### src/rtl/jt12_slot_seq.sv
// Slot sequencer and write/clear controller for the FM operator state ring.
// Optional readback port set enabled by defining JT12_SLOT_SEQ_RDBACK_EN.
module jt12_slot_seq #(
  parameter int WIDTH    = 10,
  parameter int SLOTS    = 24,
  parameter int CHANNELS = 6,
  parameter int OPS      = 4,
  parameter logic [WIDTH-1:0] CLRVAL = '0
) (
  input  logic             rst,
  input  logic             clk,
  input  logic             clk_en,
  input  logic [WIDTH-1:0] loop_in,
  output logic [WIDTH-1:0] loop_out,
  output logic [4:0]       cur_slot,
  output logic [2:0]       cur_ch,
  output logic [1:0]       cur_op,
  output logic             zero,
  input  logic             wr_req,
  input  logic [4:0]       wr_slot,
  input  logic [WIDTH-1:0] wr_data,
  input  logic             clr_req,
  output logic             busy,
  output logic             wr_ack,
`ifdef JT12_SLOT_SEQ_RDBACK_EN
  input  logic             rd_req,
  input  logic [4:0]       rd_slot,
  output logic [WIDTH-1:0] rd_data,
  output logic             rd_valid,
`endif
  output logic             wr_err
);

  localparam logic [4:0] SLOT_LAST = 5'(SLOTS - 1);
  localparam logic [2:0] CH_LAST   = 3'(CHANNELS - 1);
  localparam logic [1:0] OP_LAST   = 2'(OPS - 1);

  typedef enum logic [2:0] {
    IDLE, WAIT, CLEAR, DONE
`ifdef JT12_SLOT_SEQ_RDBACK_EN
    , RWAIT
`endif
  } state_t;

  state_t           state;
  logic [4:0]       tgt;
  logic [WIDTH-1:0] data;
  logic [4:0]       sweep;
  logic             hit;

  assign zero = (cur_slot == 5'd0);
  assign hit  = clk_en && (cur_slot == tgt);

  // Channel/operator kept as chained counters so no divider is needed
  always_ff @(posedge clk) begin
    if (rst) begin
      cur_slot <= '0;
      cur_ch   <= '0;
      cur_op   <= '0;
    end else if (clk_en) begin
      cur_slot <= (cur_slot == SLOT_LAST) ? 5'd0 : cur_slot + 5'd1;
      if (cur_ch == CH_LAST) begin
        cur_ch <= '0;
        cur_op <= (cur_op == OP_LAST) ? 2'd0 : cur_op + 2'd1;
      end else begin
        cur_ch <= cur_ch + 3'd1;
      end
    end
  end

  always_ff @(posedge clk) begin
    if (rst) begin
      state  <= IDLE;
      busy   <= 1'b0;
      wr_ack <= 1'b0;
      wr_err <= 1'b0;
      tgt    <= '0;
      data   <= '0;
      sweep  <= '0;
`ifdef JT12_SLOT_SEQ_RDBACK_EN
      rd_data  <= '0;
      rd_valid <= 1'b0;
`endif
    end else begin
      wr_ack <= 1'b0;
      wr_err <= 1'b0;
`ifdef JT12_SLOT_SEQ_RDBACK_EN
      rd_valid <= 1'b0;
`endif
      case (state)
        IDLE: begin
          if (clk_en) begin
            if (clr_req) begin
              sweep <= '0;
              state <= CLEAR;
              busy  <= 1'b1;
            end else if (wr_req) begin
              if (wr_slot > SLOT_LAST) begin
                wr_err <= 1'b1;
              end else begin
                tgt   <= wr_slot;
                data  <= wr_data;
                state <= WAIT;
                busy  <= 1'b1;
              end
            end
`ifdef JT12_SLOT_SEQ_RDBACK_EN
            else if (rd_req) begin
              if (rd_slot > SLOT_LAST) begin
                wr_err <= 1'b1;
              end else begin
                tgt   <= rd_slot;
                state <= RWAIT;
                busy  <= 1'b1;
              end
            end
`endif
          end
        end
        // The latch happened in IDLE, so a match here is always a later pass
        WAIT: begin
          if (hit) begin
            state  <= DONE;
            wr_ack <= 1'b1;
          end
        end
        CLEAR: begin
          if (clk_en) begin
            if (sweep == SLOT_LAST) begin
              state  <= DONE;
              wr_ack <= 1'b1;
            end else begin
              sweep <= sweep + 5'd1;
            end
          end
        end
        DONE: begin
          state <= IDLE;
          busy  <= 1'b0;
        end
`ifdef JT12_SLOT_SEQ_RDBACK_EN
        RWAIT: begin
          if (hit) begin
            rd_data  <= loop_in;
            rd_valid <= 1'b1;
            state    <= IDLE;
            busy     <= 1'b0;
          end
        end
`endif
        default: begin
          state <= IDLE;
          busy  <= 1'b0;
        end
      endcase
    end
  end

  always_comb begin
    loop_out = loop_in;
    if (state == CLEAR)
      loop_out = CLRVAL;
    else if (state == WAIT && hit)
      loop_out = data;
  end

endmodule

### config.mk
export PLATFORM = sky130hd
export DESIGN_NAME = jt12_slot_seq
export DESIGN_NICKNAME = d
export VERILOG_FILES = /design/src/rtl/jt12_slot_seq.sv
export SDC_FILE = /design/constraint.sdc
export NUM_CORES = 1
export LEC_CHECK = 0
export ABC_AREA = 1
export CAP_MARGIN = 10
export CORE_UTILIZATION = 45
export DETAILED_ROUTE_END_ITERATION = 6
export PLACE_DENSITY = 0.77
export SLEW_MARGIN = 30
export SYNTH_ARGS = -nofsm -noshare
export SYNTH_HDL_FRONTEND = slang
export SYNTH_SLANG_ARGS = --single-unit
export TNS_END_PERCENT = 30
### constraint.sdc
create_clock -name clk -period 2.3 [get_ports clk]
set_clock_uncertainty 0.2 [all_clocks]
set_input_delay 0.46 -clock clk [delete_from_list [all_inputs] [get_ports clk]]
set_output_delay 0.46 -clock clk [all_outputs]
set_load 0.02 [all_outputs]
======== Yosys cells after proc, flatten, opt, wreduce, memory -nomap -nowiden ========
Cells that the tools add are included.
word-level totals
  output and inout bits ................... 24
  input bits .............................. 30
  bits in registers ....................... 36
  word-level logic and storage cells ...... 76
cells by class
  order comparisons ....................... 1
  reduce and logical (&&, ||, !) cells .... 12
  add/sub/neg operators ................... 4
  bitwise logic cells ..................... 6
  equal/unequal tests ..................... 15
  multiplexer cells ....................... 28
operators by type and width
  cell                 number
  $mux 5               5
  $mux 3               8
  $mux 10              2
  $ne 2x2->1 const B   6
  $add 5x1->5 const B  2
  $eq 5x5->1 const B   2
  $pmux 5 s2           1
  $reduce_and 5->1     2
  $pmux 3 s3           1
  $mux 1               8
  $ne 3x3->1 const B   2
  $not 1->1            6
  $reduce_and 6->1     1
  $eq 5x5->1           1
  $gt 5x5->1 const B   1
  $logic_not 5->1      1
  $reduce_or 5->1      1
  $pmux 1 s2           2
  $reduce_and 4->1     1
  $add 3x1->3 const B  1
  $eq 3x1->1 const B   1
  $eq 3x2->1 const B   1
  $eq 3x3->1 const B   1
  $logic_not 3->1      1
  other kinds (7)      8

======== Logic depth before layout (Yosys ltp) ========
  depth after elaboration ................. 6
  mapped depth ............................ 11
  gate-level depth less buffers ........... 11

======== Worst setup path after synthesis ========
No wires, ideal clock.
  kind .................................... reg2out
  start point ............................. register cur_slot[0]
  end point ............................... output port loop_out[0]
  data required time ...................... 1.640 ns
  slack ................................... 0.185 ns
  stages on the path, launching flop included .. 10
  arrival ................................. 1.455 ns
  path buffers ............................ 1
  path through ............................ dfxtp_1 -> inv_2 -> nand2_1 -> nand2_1 -> nor2_2 -> nand3_2 -> nor2_2 -> buf_6 -> o21ai_1 -> nor2_1
on the way
  cells in the longest elaborated chain, start to end .. 5
ends and longest elaborated chain
  what                      RTL line  source
  start: declaration        15        output logic [4:0] cur_slot,
  start signal: assignment  61        cur_slot <= (cur_slot == SLOT_LAST) ? 5'd0 : cur_slot + 5'd1;
  $eq 5x5->1                52        assign hit = clk_en && (cur_slot == tgt);
  $logic_and 1x1->1         52
  $logic_and 1x1->1         163       else if (state == WAIT && hit)
  $mux 10                   163
  $mux 10                   161       if (state == CLEAR)
  end: declaration          14        output logic [WIDTH-1:0] loop_out,
No other way between the ends.

======== Worst setup path in the final report ========
  start point ............................. register cur_slot[0]
  end point ............................... output port loop_out[9]
The elaborated chain is that of the path after synthesis.

==> results.toml <==
[sta]
rsz0062_at_grt = "yes"
fin_ws_ns = -0.0711
post-route-period-util_pct = 103
whs_ns = 0.271
finalSetupTns_ns = -0.260
hold_violations = 0
setup_violations = 9
finalMaxSlewViolations = 0
slew_headroom_pct = 74.5
fin_crit_ns = 2.37
fmax_mhz = 422
worst_pin_slew_ns = 0.382

[placed_design]
routabilityCongestion = 0.832
dpl.hpwl_um = 3280
port-buffer-count = 53
place_area_mm2 = 0.00255
dp.cells = 372
pre_cts_slack_ns = -0.644

[logic_synthesis]
syn_inst = 258
synth-main-ff-cell = "dfxtp_1"
syn_avg_cell_area_um2 = 7.09
ys_types = 28
synthTopCellsByCount = "nand2_1, dfxtp_1, nor2_1"
synth_area_mm2 = 0.00183
yosys_warnings = 0
syn-num-nets = 296
async_flop_share_pct = 0
synth_most_common_cell = "nand2_1"
synthTopCellsByArea = "dfxtp_1, nand2_1, nor2_1"
synth_top_area_share_pct = 38.3
yosysTopAreaCell = "dfxtp_1"
synth_seq_area_share_pct = 38.3
synth_edf_count = 0
ys_seq_elements = 35

[worst_hold_path]
min_delay_worst_endpoint = "data[7]$_SDFFE_PP0P_"
min_from = "data[7]$_SDFFE_PP0P_"
whs_path_depth = 2
hp-class = "flop to flop"

[clocking]
clock-sinks = 35
clock-root-buffer = "clkbuf_8"
clkSlewWorstSetupHoldPaths_ns = 0.07
numCtsBuffers = 5
clk-insertion-delay-late_ns = 0.29
max-clock-path-buffers = 2
htree_num_levels = 2
cts_tree = "done"

[global_route]
met3_usage_pct = 5.52
busiest_layer = "met2"
grt_max_degree = 20
grt_usage_pct = 24.0
grt_pass1_wl_um = 7940
use_met1_pct = 28.8
grt_pass1_vias = 1860
antenna_found_initial = 0
grt_use_met2_pct = 41.7
grt-ovfl-total = 0

[pwr]
ir_worst_vdd_mv = 0.534
p_leak_nw = 1.15
design_power_total_mw = 2.30
powerDensity_mw_per_mm2 = 837

[drt]
vias = 1944
via_per_inst = 5.08
drt_wl_total_um = 4740
postRouteAntennaNets = 0
drt_first_pass_iters = 4
drtIter0Drc = 57
drc = 0
drt-wirelength-per-cell_um = 12.4

[die]
die_height_um = 65.8
dieWidth_um = 65.8
io_pins = 54
design.core.area_mm2 = 0.00377
die_area_mm2 = 0.00433
start_util_pct = 48.5
rows = 22

[setup_path]
endpoint_kind = "primary output"
rr_worst_depth = 10
crit_path_max_fanout = 5
r2r_slack_ns = 0.18
crit_required_ns = 1.64
r2r_end = "sweep[3]$_SDFFE_PP0P_"
path_class = "flop to primary output"
worstPathArrival_ns = 1.71
start_kind = "flop"
r2r-start = "state[0]$_SDFFE_PP0P_"

[cells_and_area]
final-instance-count-excl-fill = 383
area_growth_pct = 50.0
finish.utilization_pct = 72.8
antenna_cells = 0
layout-drive-gt1-share_pct = 24.2
final_area_mm2 = 0.00275
nets = 373
fill_cells = 308

[outcome]
status = "finished with violations"
violations = "negative setup slack"

[flow_run]
drv_cap = 0
==> how the worst max path moves through the flow <==
stage                                        start          end  cells past startpoint
after detailed placement                    clk_en  loop_out[6]                      9
final                     cur_slot[0]$_SDFFE_PP0P_  loop_out[9]                     10
after floorplan           cur_slot[0]$_SDFFE_PP0P_  loop_out[0]                      9
after global routing      cur_slot[0]$_SDFFE_PP0P_  loop_out[2]                     10
after global placement                      clk_en  loop_out[3]                      9
after CTS                 cur_slot[4]$_SDFFE_PP0P_  loop_out[6]                     10
==> cell families after synthesis <==
group                      after synthesis  share of synthesized area [%]
DFF                                     35                           38.3
adders and majority gates                8                           5.47
AOI/OAI and AO/OA                       52                           16.3
and+or+nand+nor                        123                           29.8
xor gates and xnor gates                 3                           1.44
buffers and inverters                   37                           8.75
==> power by group <==
group / internal, mW / switching, mW / total [mW] / leakage, nW
Combinational: 0.465 / 0.609 / 1.07 / 0.814
Sequential: 0.661 / 0.0374 / 0.699 / 0.287
Clock: 0.317 / 0.208 / 0.526 / 0.0513
==> registers in the layout (all words and copies together) (netlist names) <==
register	cells
data	10
state	2
busy	1
wr_ack	1
cur_slot	5
sweep	5
cur_op	2
cur_ch	3
tgt	5
wr_err	1
==> critical path: stages (launching register included) <==
cell	delay, ns
dfxtp_2	0.36
inv_2	0.04
nand2_1	0.05
nand2_1	0.06
nor2_2	0.12
nand3_2	0.12
nor2_4	0.17
clkbuf_16	0.18
o21ai_4	0.05
nor2_2	0.14
buf_6	0.13
==> layout make-up <==
cell class	instances	area [um2]	share of cell area, %
Timing Repair Buffer	81	751	27.3
Multi-Input combinational cell	186	1020	37.2
Tap cell	48	60.1	2.19
Inverter	26	101	3.69
Clock inverter	1	30.0	1.09
Clock buffer	6	72.6	2.64
Sequential cell	35	708	25.8
==> what timing repair did <==
| action | CTS | global route |
|---|---|---|
| hold endpoints to repair | 0 | 0 |
| buffers inserted | 2 | 1 |
| resized for setup | 62 | 15 |
| pin swaps | 9 | 9 |
| gates cloned | 1 | 0 |
| hold buffers | 0 | 0 |
| endpoints found under the setup margin | 11 | 10 |
==> layout by cell type (no fill, tap or decap), drive strengths merged <==
master | Yosys | layout
a21oi | 24 | 24
clkinvlp | 0 | 1
nor3 | 15 | 15
dlygate4sd2 | 0 | 2
a31oi | 1 | 1
inv | 26 | 25
nor2 | 38 | 38
clkbuf | 6 | 7
a211oi | 7 | 7
o211a | 1 | 1
buf | 5 | 37
clkdlybuf4s50 | 0 | 41
xor2 | 3 | 3
dfxtp | 35 | 35
and3 | 1 | 1
nand3 | 17 | 17
nand2 | 49 | 49
ha | 8 | 8
bufinv | 0 | 1
o21ai | 19 | 19
nor3b | 1 | 1
nand4 | 2 | 2
==> metal layers <==
metal	share of wire (%)	wire length, um
met1	44	2080
met2	51	2400
met3	4.2	201
met4	1.2	58
met5	0	0
Power figures use the tool's default switching activity.
